**src/rtl/fetch_stage_pkg.sv**
```systemverilog
// fetch_stage_pkg: shared fetch-stage types and constants
package fetch_stage_pkg;
  localparam logic [31:0] RV32I_NOP = 32'h0000_0013;
  typedef enum logic [1:0] {FETCH, DISCARD, HOLD} fetch_state_t;
  typedef struct packed {
    logic        valid;
    logic [31:0] pc;
    logic [31:0] instr;
  } if_id_t;
  localparam if_id_t IF_ID_BUBBLE = '{valid: 1'b0, pc: 32'h0, instr: RV32I_NOP};
endpackage

```
**src/rtl/fetch_stage_if_id_reg.sv**
```systemverilog
// fetch_stage_if_id_reg: IF/ID pipeline register with flush, hold and load controls
module fetch_stage_if_id_reg
  import fetch_stage_pkg::*;
(
  input  logic   clk,
  input  logic   rst,
  input  logic   flush,
  input  logic   hold,
  input  logic   load,
  input  if_id_t d,
  output if_id_t q
);
  // flush beats hold; with nothing to deliver a bubble is loaded
  always_ff @(posedge clk)
    if (rst || flush) q <= IF_ID_BUBBLE;
    else if (!hold) q <= load ? d : IF_ID_BUBBLE;
endmodule

```
**src/rtl/fetch_stage.sv**
```systemverilog
// fetch_stage: RV32I instruction fetch with PC, stale-response discard and stall hold buffer
module fetch_stage
  import fetch_stage_pkg::*;
#(
  parameter logic [31:0] RESET_PC = 32'h4000_0000
) (
  input  logic        clk,
  input  logic        rst,
  input  logic        stall_i,
  input  logic        redirect_i,
  input  logic [31:0] redirect_pc_i,
  output logic [31:0] imem_address,
  output logic        imem_read,
  input  logic [31:0] imem_rdata,
  input  logic        imem_resp,
  output logic        if_id_valid,
  output logic [31:0] if_id_pc,
  output logic [31:0] if_id_instr
);
  fetch_state_t state, state_n;
  logic [31:0] pc, pc_n, hbuf, hbuf_n, pending_pc, pending_n, word, target;
  logic load;
  if_id_t q;
  assign target = {redirect_pc_i[31:2], 2'b00};
  assign imem_address = {pc[31:2], 2'b00};
  assign imem_read = !rst && state != HOLD;
  // next state, next pc and the word offered to IF/ID
  always_comb begin
    state_n = state;
    pc_n = pc;
    hbuf_n = hbuf;
    pending_n = pending_pc;
    load = 1'b0;
    word = hbuf;
    case (state)
      FETCH:
        if (redirect_i) begin
          pc_n = imem_resp ? target : pc;
          pending_n = imem_resp ? pending_pc : target;
          state_n = imem_resp ? FETCH : DISCARD;
        end else if (imem_resp && stall_i) begin
          hbuf_n = imem_rdata;
          state_n = HOLD;
        end else if (imem_resp) begin
          load = 1'b1;
          word = imem_rdata;
          pc_n = pc + 32'd4;
        end
      DISCARD:
        if (imem_resp) begin
          pc_n = redirect_i ? target : pending_pc;
          state_n = FETCH;
        end else if (redirect_i) pending_n = target;
      HOLD:
        if (redirect_i) begin
          pc_n = target;
          state_n = FETCH;
        end else if (!stall_i) begin
          load = 1'b1;
          pc_n = pc + 32'd4;
          state_n = FETCH;
        end
      default: state_n = FETCH;
    endcase
  end
  // fetch state registers
  always_ff @(posedge clk)
    if (rst) begin
      state <= FETCH;
      pc <= {RESET_PC[31:2], 2'b00};
      hbuf <= RV32I_NOP;
      pending_pc <= 32'h0;
    end else begin
      state <= state_n;
      pc <= pc_n;
      hbuf <= hbuf_n;
      pending_pc <= pending_n;
    end
  fetch_stage_if_id_reg u_if_id (
    .clk  (clk),
    .rst  (rst),
    .flush(redirect_i),
    .hold (stall_i),
    .load (load),
    .d    ('{valid: 1'b1, pc: pc, instr: word}),
    .q    (q)
  );
  assign if_id_valid = q.valid;
  assign if_id_pc = q.pc;
  assign if_id_instr = q.instr;
endmodule

```
**config.mk**
```make
export PLATFORM = sky130hd
export DESIGN_NAME = fetch_stage
export DESIGN_NICKNAME = d
export VERILOG_FILES = /design/src/rtl/fetch_stage_pkg.sv /design/src/rtl/fetch_stage_if_id_reg.sv /design/src/rtl/fetch_stage.sv
export SDC_FILE = /design/constraint.sdc
export NUM_CORES = 1
export LEC_CHECK = 0
export CORE_MARGIN = 2
export CORE_UTILIZATION = 25
export DETAILED_ROUTE_END_ITERATION = 6
export PLACE_DENSITY = 0.45
export REMOVE_ABC_BUFFERS = 1
export SLEW_MARGIN = 15
export SYNTH_ARGS = -nofsm -noshare
export SYNTH_HDL_FRONTEND = slang
export SYNTH_SLANG_ARGS = --single-unit
```
**constraint.sdc**
```tcl
create_clock -name clk -period 2.2 [get_ports clk]
set_clock_uncertainty 0.1 [all_clocks]
set_input_delay 0.33 -clock clk [delete_from_list [all_inputs] [get_ports clk]]
set_output_delay 0.33 -clock clk [all_outputs]
set_load 0.05 [all_outputs]
```
==> results of run 1 <==
## state kept, by name, indices dropped and copies added (netlist names)
signal and cells:
pc 32, hbuf 32, pending_pc 32, state 2, u_if_id.q 65
## cells in the mapped netlist, drive strengths merged (6+ instances only)
master	count	share of area, %
clkbuf	56	2.8
and3	10	0.83
a211oi	17	1.7
nor4	6	0.78
nand2	222	11
a31oi	7	0.58
dfxtp	163	43
buf	53	4.8
nor2	75	4.0
nand3	23	1.6
nor3	21	1.4
o21ai	49	3.3
a22oi	31	3.1
nand4	7	0.58
a21o	22	2.2
a21oi	138	9.2
nor4b	6	0.98
## cell type report
class	instances	area share, %
sequential	163	31.2
inverter	6	0.215
clock inverter	11	1.14
multi-input combinational	704	35.5
timing repair buffer	243	22.8
clock buffer	20	4.46
tap	390	4.67
## through the flow
stage	hold WS [ns]	setup WS (ns)	power, mW	TNS, ns
after detailed placement	0.342	-0.195	4.34	-9.76
after global routing	0.196	0.00740	7.59	0
after floorplan	0.299	-1.01	3.69	-28.24
after global placement	0.338	-0.199	4.34	-9.13
after CTS	0.162	0.00686	7.37	0
final	0.175	0.0442	7.26	0
## worst min-delay path: stages
cell     delay [ns]
buf_4          0.14
a22oi_1        0.10
nor2_1         0.08
## per-layer routing
layer | vias to the layer above | wire length [um]
li1 | 3681 | -
met1 | 3368 | 12300
met2 | 173 | 12100
met3 | 19 | 1040
met4 | 0 | 244
met5 | - | 0
## kinds of logic (layout without fill, tap and decap cells)
logic type,Yosys count,count (layout),synth area share (%)
and+or+nand+nor,403,403,24.5
AOI/OAI and AO/OA,293,293,23.3
DFF,163,163,43.4
buffers and inverters,115,280,7.94
xor gates and xnor gates,3,3,0.349
muxes,2,2,0.299
adders and majority gates,1,1,0.166
other,1,2,0.0499
## power breakdown
| part | switching, mW | leakage, nW | internal [mW] |
|---|---|---|---|
| sequential | 0.0651 | 1.32 | 3.04 |
| clock | 1.33 | 0.279 | 1.67 |
| combinational | 0.697 | 2.19 | 0.450 |
## worst max path at each step
stage	startpoint	cells after the start	endpoint	slack (ns)
after global placement	imem_resp	8	pc[25]	-0.20
after detailed placement	imem_resp	8	pc[29]	-0.19
after CTS	pc[25]	1	imem_address[25]	0.007
final	pc[15]	2	imem_address[15]	0.04
after floorplan	state[1]	5	pc[31]	-1.01
after global routing	pc[20]	2	imem_address[20]	0.007
==> results.cfg, run 1 <==
[status]
status = finished, final reports clean

[finish]
fin_util_pct = 35.3
antenna_cells = 0
fillCellCount = 3158
layout_commonest_cell = nand2_1
final_cell_mix = 221 x nand2_1, 163 x dfxtp_1, 138 x clkdlybuf4s50_1
multi_input_area_um2 = 3710
syn_to_final_growth_pct = 39.0
layoutNonFillerInstCount = 1537
drive_gt1_share_pct = 12.3
fin_area_um2 = 10500
nets = 1205
seq_area_um2 = 3260

[cts]
clock_path_buffers = 2
cts_tree = yes
ctsRootBufferMaster = clkbuf_16
clock-sinks = 163
htree_num_levels = 4
cts_setup_buffers = 0
path_clk_slew_ns = 0.06
cts_buffers = 17
clk_latency_ns = 0.43
postCtsResizedCells = 6
ctsHoldBuffers = 0

[sta]
max_slew.worst_pin.slew_ns = 0.587
fin_crit_sh_pct = 98.0
fin_crit_ns = 2.16
max_freq_ghz = 0.464
rsz0062_at_grt = false
hold_viol_final = 0
drv_slew = 0
slew_headroom_pct = 60.7
setup_viol = 0

[run]
cap_violations = 0

[grt]
top_usage_layer = met2
first_global_vias = 7041
grt_use_met2_pct = 27.1
grt_util_met3_pct = 2.74
antenna_found_initial = 0
grt.overflow.total = 0
grt_pass1_wl_um = 39800
grt_max_degree = 48
grt_util_all_layers_pct = 16.2
grtUsageMet1_pct = 21.6

[detailed_routing]
drc = 0
avgViaCountPerCell = 4.71
finalWirelength_um = 25600
routedWlPerCell_um = 16.7
ant_nets = 0
vias = 7241
firstDrtPassIters = 5
drt_iter0_markers = 508

[worst_setup_path]
critPathArrivalTime_ns = 1.73
timing.rr.end = u_if_id.q[5]
cp-start-kind = flop
critPathKind = reg2out
critPathMaxFanout = 6
required_ns = 1.77
critical-path-top-delay-family = buffers and inverters
critPathMaxStageDelay_ns = 0.81
r2r.worst_path.cells = 8
slowest_stage = clkdlybuf4s50_1
r2r-start = state[1]
path_buf_inv = 2
end_kind = output pin
critical_path.cell_chain = buf_4, clkdlybuf4s50_1
ff2ff_setup_slack_ns = 0.16

[die]
start_util_pct = 25.4
fp.dieArea_um2 = 31500
die_h_um = 177
io_pins = 167
coreArea_um2 = 29600
die_w_um = 177
rows = 63

[synthesis]
synth_cells = 981
avgSynthCellArea_um2 = 7.67
synth-edff-count = 0
async_flop_share_pct = 0
yosysUniqueCellTypes = 67
ys_seq_area_share_pct = 43.4
synth_ff_type = dfxtp_1
ys_seq_elements = 163
synth_area_um2 = 7520
yosys_warnings = 0

[min_path]
min_from = stall_i
hold_path.class = in2reg
hold_path_depth = 3
holdPathEnd = u_if_id.q[48]

[placed_design]
hpwl_um = 17400
placed_area_um2 = 9840
gp_congestion = 0.754
dp.cells = 1506
port-buffer-count = 162

[pwr]
vdd_ir_drop_max_mv = 0.466
powerDensity_nw_per_um2 = 694
total_leakage_power_nw = 3.80
Note: power is estimated with default switching activity, not from simulation.
==> inputs of run 2 (changes only) <==
--- a/config.mk
+++ b/config.mk
@@ -7,9 +7,11 @@
 export LEC_CHECK = 0
 export CORE_MARGIN = 2
 export CORE_UTILIZATION = 25
+export CTS_CLUSTER_SIZE = 10
 export DETAILED_ROUTE_END_ITERATION = 6
 export PLACE_DENSITY = 0.45
 export REMOVE_ABC_BUFFERS = 1
+export SETUP_SLACK_MARGIN = 0.1
 export SLEW_MARGIN = 15
 export SYNTH_ARGS = -nofsm -noshare
 export SYNTH_HDL_FRONTEND = slang
==> results.cfg, run 2 (synthesis gave the netlist of run 1 again) <==
[die]
fp.dieArea_um2 = 31500
start_util_pct = 25.4
coreArea_um2 = 29600
rows = 63
die_h_um = 177
io_pins = 167
die_w_um = 177

[cts]
clk_latency_ns = 0.43
cts_setup_buffers = 0
clock-sinks = 163
cts_tree = yes
clock_path_buffers = 2
cts_buffers = 17
htree_num_levels = 4
ctsRootBufferMaster = clkbuf_16
path_clk_slew_ns = 0.07

[sta]
fin_crit_sh_pct = 93.7
max_slew.worst_pin.slew_ns = 0.577
setup_viol = 0
fin_crit_ns = 2.06
max_freq_ghz = 0.485
slew_headroom_pct = 61.5
hold_viol_final = 0
rsz0062_at_grt = false
setup_slack_ns = 0.140
drv_slew = 0
finalSetupTns_ns = 0

[worst_setup_path]
critical_path.cell_chain = clkdlybuf4s50_1
critPathMaxStageDelay_ns = 0.83
critPathArrivalTime_ns = 1.63
critPathKind = reg2out
cp-start-kind = flop
critical-path-top-delay-family = buffers and inverters
slowest_stage = clkdlybuf4s50_1
end_kind = output pin
required_ns = 1.77
path_buf_inv = 1
critPathMaxFanout = 2

[finish]
antenna_cells = 0
layoutNonFillerInstCount = 1537
layout_commonest_cell = nand2_1
nets = 1205
drive_gt1_share_pct = 12.6
final_cell_mix = 221 x nand2_1, 163 x dfxtp_1, 137 x a21oi_1
syn_to_final_growth_pct = 38.7
fin_area_um2 = 10400
top_register = u_if_id.q
largest_reg_flops = 65

[detailed_routing]
drt_iter0_markers = 471
vias = 7262
firstDrtPassIters = 5
finalWirelength_um = 25600
avgViaCountPerCell = 4.72
ant_nets = 0
routedWlPerCell_um = 16.7
drc = 0

[pwr]
vdd_ir_drop_max_mv = 0.467
total_leakage_power_nw = 3.75
powerDensity_nw_per_um2 = 695

[placed_design]
dp.cells = 1506
hpwl_um = 17400
gp_congestion = 0.754
port-buffer-count = 162
pre_cts_ws_ns = -0.195
placed_area_um2 = 9840

[grt]
grt_util_all_layers_pct = 16.2
grt.overflow.total = 0
first_global_vias = 7030
grt_util_met3_pct = 2.74
grtUsageMet1_pct = 21.6
grt_pass1_wl_um = 39800
antenna_found_initial = 0
grt_max_degree = 48
grt_use_met2_pct = 27.1
top_usage_layer = met2

[run]
cap_violations = 0

[status]
status = finished, final reports clean

[min_path]
hold_path.class = in2reg
-- run 2: changes by cell type in the layout (fill, tap and decap cells not counted) --
cell | previous run | this run
nand3_1 | 21 | 20
or4b_4 | 0 | 1
dlymetal6s2s_1 | 10 | 2
buf_4 | 75 | 74
nand3_2 | 2 | 3
dlygate4sd2_1 | 6 | 23
or4b_1 | 1 | 0
buf_6 | 0 | 1
ha_2 | 0 | 1
nor3_1 | 20 | 19
ha_1 | 1 | 0
clkdlybuf4s50_1 | 138 | 129
nor3_2 | 1 | 2
-- run 2: final timing paths --
kind,start,endpoint,slack (ns),cells past startpoint
max,u_if_id.q[13],if_id_instr[13],0.14,1
min reg2reg,hbuf[13],hbuf[13],0.35,2
min,stall_i,u_if_id.q[48],0.18,3
max reg2reg,state[1],u_if_id.q[5],0.19,8
-- run 2: area by class of cell --
type	count	area, um^2
clock buffers	20	467
clock inverters	11	119
fillers	3164	19200
inverters	6	22.5
multi-input cells	704	3720
flip-flops and latches	163	3260
well taps	390	488
repair buffers	243	2350
-- run 2: timing repair --
| item | in CTS | in global routing |
|---|---|---|
| hold buffers | 0 | 0 |
| setup endpoints to repair | 24 | 13 |
| gates resized for setup | 24 | 8 |
-- run 2: tightest hold or removal path: cells and delay by family --
family / cells / cell delay [ns]
buf+inv: 1 / 0.14
compound gates: 1 / 0.10
simple gates: 1 / 0.08
-- run 2: per-layer routing --
metal / vias to the layer above / routed length, um
li1: 3688 / -
met1: 3380 / 12200
met2: 173 / 12100
met3: 21 / 1060
met4: 0 / 274
met5: - / 0
-- run 2: metrics by stage --
step           hold WS, ns  total power, mW  utilization (%)
2_1_floorplan        0.299             3.69                -
3_3_place_gp         0.338             4.34             33.2
4_1_cts              0.162             7.36             35.1
3_5_place_dp         0.342             4.34             33.2
5_1_grt              0.196             7.58             35.2
6_report             0.175             7.25             35.2
-- run 2: report_power, final --
group	switching (mW)	total, mW	internal, mW
Combinational	0.696	1.13	0.438
Clock	1.33	3.00	1.67
Sequential	0.0656	3.11	3.04
